**config.mk**
```make
export PLATFORM = sky130hd
export DESIGN_NAME = mbist_op_seq
export DESIGN_NICKNAME = d
export VERILOG_FILES = /design/src/rtl/mbist_op_seq.sv
export SDC_FILE = /design/constraint.sdc
export NUM_CORES = 1
export LEC_CHECK = 0
export BUFFER_PORTS_ARGS = -buffer_cell sky130_fd_sc_hd__buf_2
export CORE_UTILIZATION = 50
export DETAILED_ROUTE_END_ITERATION = 16
export GPL_ROUTABILITY_DRIVEN = 0
export PLACE_DENSITY = 0.69
export SLEW_MARGIN = 15
export SYNTH_ARGS = -nofsm -noshare
export SYNTH_HDL_FRONTEND = slang
export SYNTH_SLANG_ARGS = --single-unit
```
**constraint.sdc**
```tcl
create_clock -name clk -period 5.7 [get_ports clk]
set_input_delay 1.425 -clock clk [delete_from_list [all_inputs] [get_ports clk]]
set_output_delay 1.425 -clock clk [all_outputs]
set_load 0.05 [all_outputs]
```
**src/rtl/mbist_op_seq.sv**
```systemverilog
// mbist_op_seq: march-element sequencer stepping ops from a scan-loaded element table.
// Define MBIST_RETENTION_EN to compile the per-element retention pause (PAUSE state + counter).
module mbist_op_seq #(
    parameter int unsigned OPS_MAX  = 8,
    parameter int unsigned ELEM_MAX = 8,
    parameter int unsigned OPC_WD   = (OPS_MAX  > 1) ? $clog2(OPS_MAX)  : 1,
    parameter int unsigned ECNT_WD  = (ELEM_MAX > 1) ? $clog2(ELEM_MAX) : 1
`ifdef MBIST_RETENTION_EN
   ,parameter int unsigned RET_WD   = 16
`endif
) (
    input  logic               clk,
    input  logic               rst_n,
    input  logic               scan_shift,
    input  logic               sdi,
    output logic               sdo,
    input  logic               start,
    input  logic               step,
    input  logic               addr_last,
    input  logic               re_init,
    output logic               op_valid,
    output logic               op_read,
    output logic               op_write,
    output logic               op_invert,
    output logic               op_updown,
    output logic               op_reverse,
    output logic               op_repeatflag,
    output logic               last_op,
    output logic [ECNT_WD-1:0] elem_idx,
    output logic               elem_done,
    output logic               done
);

`ifdef MBIST_RETENTION_EN
    localparam int unsigned PAUSE_WD = 1;
`else
    localparam int unsigned PAUSE_WD = 0;
`endif
    localparam int unsigned OP_BITS = 3 * OPS_MAX;
    localparam int unsigned EL_WD   = OP_BITS + OPC_WD + 3 + PAUSE_WD;
    localparam int unsigned CH_WD   = ECNT_WD + ELEM_MAX * EL_WD;
    localparam int unsigned RPT_POS = OP_BITS + OPC_WD;
    localparam logic [OPC_WD-1:0]  OPC_SAT   = OPC_WD'(OPS_MAX - 1);
    localparam logic [ECNT_WD-1:0] ELAST_SAT = ECNT_WD'(ELEM_MAX - 1);

`ifdef MBIST_RETENTION_EN
    typedef enum logic [1:0] {S_IDLE, S_RUN, S_DONE, S_PAUSE} state_e;
    localparam logic [RET_WD-1:0] RET_ALL  = '1;
    localparam logic [RET_WD-1:0] RET_INIT = RET_ALL - 1'b1;
    logic [RET_WD-1:0] cnt_q;
    logic              pause_fin;
`else
    typedef enum logic [1:0] {S_IDLE, S_RUN, S_DONE} state_e;
`endif

    state_e             state_q;
    logic [CH_WD-1:0]   chain_q;
    logic [OPC_WD-1:0]  op_ptr_q;
    logic [ECNT_WD-1:0] elem_idx_q;

    logic [EL_WD-1:0]   elems   [ELEM_MAX];
    logic [2:0]         cur_ops [OPS_MAX];
    logic [EL_WD-1:0]   cur_el;
    logic [OPC_WD-1:0]  opc_eff;
    logic [ECNT_WD-1:0] elem_last_eff;
    logic [ECNT_WD-1:0] idx_inc;
    logic [2:0]         cur_op;
    logic               run, at_last, last_elem, op_fin;
    state_e             start_state, adv_state;

    for (genvar e = 0; e < ELEM_MAX; e++) begin : g_el
        assign elems[e] = chain_q[ECNT_WD + e*EL_WD +: EL_WD];
    end

    for (genvar i = 0; i < OPS_MAX; i++) begin : g_op
        assign cur_ops[i] = cur_el[3*i +: 3];
    end

    always_comb begin
        cur_el        = elems[elem_idx_q];
        opc_eff       = (cur_el[OP_BITS +: OPC_WD] > OPC_SAT) ? OPC_SAT : cur_el[OP_BITS +: OPC_WD];
        elem_last_eff = (chain_q[ECNT_WD-1:0] > ELAST_SAT) ? ELAST_SAT : chain_q[ECNT_WD-1:0];
        idx_inc       = elem_idx_q + 1'b1;
        cur_op        = cur_ops[op_ptr_q];
        run           = (state_q == S_RUN);
        at_last       = (op_ptr_q == opc_eff);
        last_elem     = (elem_idx_q == elem_last_eff);
        // re_init and scan_shift both suppress the element-finish event
        op_fin        = run && !scan_shift && !re_init && step && at_last && addr_last;
`ifdef MBIST_RETENTION_EN
        pause_fin     = (state_q == S_PAUSE) && !scan_shift && (cnt_q == '0);
        start_state   = elems[0][EL_WD-1] ? S_PAUSE : S_RUN;
        adv_state     = last_elem ? S_DONE : (elems[idx_inc][EL_WD-1] ? S_PAUSE : S_RUN);
`else
        start_state   = S_RUN;
        adv_state     = last_elem ? S_DONE : S_RUN;
`endif
    end

    always_ff @(posedge clk or negedge rst_n) begin
        if (!rst_n) begin
            state_q    <= S_IDLE;
            chain_q    <= '0;
            op_ptr_q   <= '0;
            elem_idx_q <= '0;
`ifdef MBIST_RETENTION_EN
            cnt_q      <= '0;
`endif
        end else if (scan_shift) begin
            state_q    <= S_IDLE;
            chain_q    <= {sdi, chain_q[CH_WD-1:1]};
            op_ptr_q   <= '0;
            elem_idx_q <= '0;
        end else begin
            case (state_q)
                S_IDLE, S_DONE: begin
                    if (start) begin
                        state_q    <= start_state;
                        op_ptr_q   <= '0;
                        elem_idx_q <= '0;
`ifdef MBIST_RETENTION_EN
                        cnt_q      <= RET_INIT;
`endif
                    end
                end
                S_RUN: begin
                    if (re_init) begin
                        op_ptr_q <= '0;
                    end else if (step) begin
                        if (at_last) begin
                            op_ptr_q <= '0;
                            if (addr_last) begin
                                state_q <= adv_state;
                                if (!last_elem) elem_idx_q <= idx_inc;
`ifdef MBIST_RETENTION_EN
                                cnt_q   <= RET_INIT;
`endif
                            end
                        end else begin
                            op_ptr_q <= op_ptr_q + 1'b1;
                        end
                    end
                end
`ifdef MBIST_RETENTION_EN
                S_PAUSE: begin
                    if (cnt_q == '0) begin
                        state_q <= adv_state;
                        if (!last_elem) elem_idx_q <= idx_inc;
                        cnt_q   <= RET_INIT;
                    end else begin
                        cnt_q <= cnt_q - 1'b1;
                    end
                end
`endif
                default: state_q <= S_IDLE;
            endcase
        end
    end

    assign sdo           = chain_q[0];
    assign op_valid      = run;
    assign op_invert     = run & cur_op[0];
    assign op_read       = run & cur_op[1];
    assign op_write      = run & cur_op[2];
    assign op_repeatflag = run & cur_el[RPT_POS];
    assign op_reverse    = run & cur_el[RPT_POS + 1];
    assign op_updown     = run & cur_el[RPT_POS + 2];
    assign last_op       = run & at_last & ~re_init;
    assign elem_idx      = elem_idx_q;
    assign done          = (state_q == S_DONE);
`ifdef MBIST_RETENTION_EN
    assign elem_done     = op_fin | pause_fin;
`else
    assign elem_done     = op_fin;
`endif

endmodule
```
==> flow_summary.toml <==
[outcome]
run_status = "complete, but fails checks"
violations = "design-rule violations"

[clocking]
clock_sink_count = 251
clk_pin_slew_ns = 0.06
number_of_hold_buffers_added_after_cts = 0
clk_path_buf_depth = 3
clock_latency_on_the_worst_skew_pair_ns = 0.53
tritoncts = "done"
postCtsResizedCells = 0
cts-htree-levels = 1
cts_setup_buffers = 0
ctsRootBufferMaster = "sky130_fd_sc_hd__clkbuf_16"
cts_made_buffers = 27

[global_routing]
grtUsageMet1 = 0.305
global_route.overflow_total = 0
grt_antenna_before_repair = 0
grt_util_met3 = 0.0307
first_pass_grt_wire_length_mm = 36.8
first_global_vias = 6520
met2_usage = 0.300
grt.busiest_layer = "met1"
total_routing_usage_gr = 0.200
largest_net_degree_at_the_start_of_global_routing = 161

[sta]
finalHoldViolCount = 0
worst_clk_skew_ns = 0.0157
rsz0062_at_grt = "false"
fin_setup_tns_ns = 0
timing_max_transition_violations_final = 0
max_slew.worst_pin.slew_ns = 1.20
report.final.setup_viol = 0
final.period_utilization = 0.851
max-slew-margin-rel = 0.199
clock.fmax_ghz = 0.206
finalWorstPathRequiredPeriod_ns = 4.85

[drt]
antenna_left = 0
detail_routed_net_length_per_standard_cell_um = 21.8
avgViaCountPerCell = 6.00
drc = 4
route.vias.total = 6049
drt_first_iter_violations = 437
drt_pass_1_iters = 12
routed_wirelength_mm = 22.0

[critical_path]
arrival_time_reported_for_the_critical_path_endpoint_ns = 3.43
timing.critical_path.to_type = "output pin"
setup_crit_path_kind = "register to output pin"
cp_max_fo = 28
critical_path_launch_point_type = "register"
crit_required_ns = 4.28
r2r_cells = 5

[synth]
asyncSetResetFlopFracSynth = 1.00
yosys_warnings = 0
mappedNetlistArea_um2 = 11400
postSynthRegisterBits = 251
synth-seq-area-share = 0.553
postSynthCellCount = 696
post_synth.cell_area_avg_um2 = 16.3
synth_top_flop_cell = "sky130_fd_sc_hd__dfrtp_1"
synth_edf_count = 0
synth.net_count = 706
yosysUniqueCellTypes = 39

[worst_hold_path]
min_path_cells = 1
hold_path_class = "register to register"

[final_layout]
design_area_um2 = 12600
post_route_insts_no_fill = 1008
final_common_cell = "sky130_fd_sc_hd__dfrtp_1"
layout-drive-gt1-share = 0.545
layout_overhead_on_the_synthesized_area_pct = 11.2
design.final.nets = 717
antenna_cells_inserted = 0
layout_common_cells = "249 x sky130_fd_sc_hd__dfrtp_1, 243 x sky130_fd_sc_hd__mux2_2, 72 x sky130_fd_sc_hd__mux4_2"

[power]
max-vdd-ir-drop_mv = 0.172
p_per_area_nw_per_um2 = 313
p_leak_nw = 5.97

[floorplan]
fp.dieArea_um2 = 23300
fp.coreArea_um2 = 22000
die_x_um = 153
die_height_um = 153
fp-row-count = 54
io_pins = 22
initial_core_utilization = 0.516

[flow_run]
max-cap-violations = 0

[placed_design]
post_dp_cell_area_um2 = 11700
io_buffers = 21
placed_cells_incl_taps = 958
dp_hpwl_mm = 14.6
state kept, by name, indices dropped and copies added (netlist names):
| register | flops |
|---|---|
| elem_idx | 3 |
| state_q | 2 |
| op_ptr_q | 3 |
| chain_q | 243 |
report_power, final:
group	switching, W	internal (W)	leakage [nW]	total (W)
registers	0.0000849	0.00187	3.45	0.00196
clock network	0.000696	0.00108	0.464	0.00178
logic	0.000109	0.000107	2.05	0.000216
total	0.000890	0.00306	5.97	0.00395
layer usage:
layer / part of all wire / vias up
met2: 0.46 / 148
met1: 0.46 / 3210
met3: 0.058 / 31
met5: 0 / -
met4: 0.019 / 0
li1: - / 2660
per-stage QoR:
step | power, W | hold slack (ns) | setup slack (ns) | util
floorplan | 0.00210 | 0.492 | 1.02 | -
global placement | 0.00220 | 0.510 | 1.40 | 0.532
detailed placement | 0.00221 | 0.511 | 1.37 | 0.532
CTS | 0.00399 | 0.528 | 0.801 | 0.574
global route | 0.00410 | 0.544 | 0.616 | 0.574
finish | 0.00395 | 0.525 | 0.848 | 0.574
Yosys cell counts (all sizes together) (3+ instances only):
library cell  number  area (um2)
a21oi              4        20.0
a22oi              6        45.0
buf               16        83.8
clkbuf            30         113
dfrtp            251        6280
inv                3        11.3
mux2             243        2740
mux2i              5        50.1
mux4              72        1620
nand2             15        56.3
nor2               9        33.8
nor3               7        35.0
nor4               3        25.0
xnor2              6        52.6
worst max-delay path, cell delays in order (launching register included):
cell,delay (ns)
sky130_fd_sc_hd__dfrtp_4,0.76
sky130_fd_sc_hd__buf_4,0.47
sky130_fd_sc_hd__mux4_2,0.56
sky130_fd_sc_hd__mux4_2,0.49
sky130_fd_sc_hd__a22oi_1,0.21
sky130_fd_sc_hd__nand2_1,0.14
sky130_fd_sc_hd__buf_2,0.24
kinds of logic (layout without fill, tap and decap cells):
| group | count (synthesis) | count (layout) | share of synthesized area |
|---|---|---|---|
| simple gates | 47 | 47 | 0.0206 |
| buf+inv | 49 | 81 | 0.0183 |
| flops | 251 | 251 | 0.553 |
| mux | 320 | 320 | 0.388 |
| fa+ha+maj | 2 | 2 | 0.00220 |
| compound gates | 21 | 21 | 0.0138 |
| xor+xnor | 6 | 6 | 0.00462 |
final timing paths:
kind,from,to,slack (ns)
setup reg to reg,elem_idx[1]$_DFFE_PN0P_,op_ptr_q[1]$_DFFE_PN0P_,2.97
max in group asynchronous,rst_n,chain_q[216]$_DFFE_PN0P_,3.60
setup / recovery,elem_idx[0]$_DFFE_PN0P_,op_write,0.85
hold / removal,chain_q[152]$_DFFE_PN0P_,chain_q[152]$_DFFE_PN0P_,0.53
min in group asynchronous,rst_n,chain_q[10]$_DFFE_PN0P_,0.95
hold reg to reg,chain_q[152]$_DFFE_PN0P_,chain_q[152]$_DFFE_PN0P_,0.53
final cells by class:
| class | instances | area (um2) |
|---|---|---|
| Fill cell | 1680 | 9390 |
| Sequential cell | 251 | 6290 |
| Multi-Input combinational cell | 396 | 4880 |
| Clock buffer | 35 | 766 |
| Tap cell | 280 | 350 |
| Timing Repair Buffer | 28 | 190 |
| Clock inverter | 15 | 156 |
| Inverter | 3 | 11.3 |
Power figures use the tool's default switching activity.
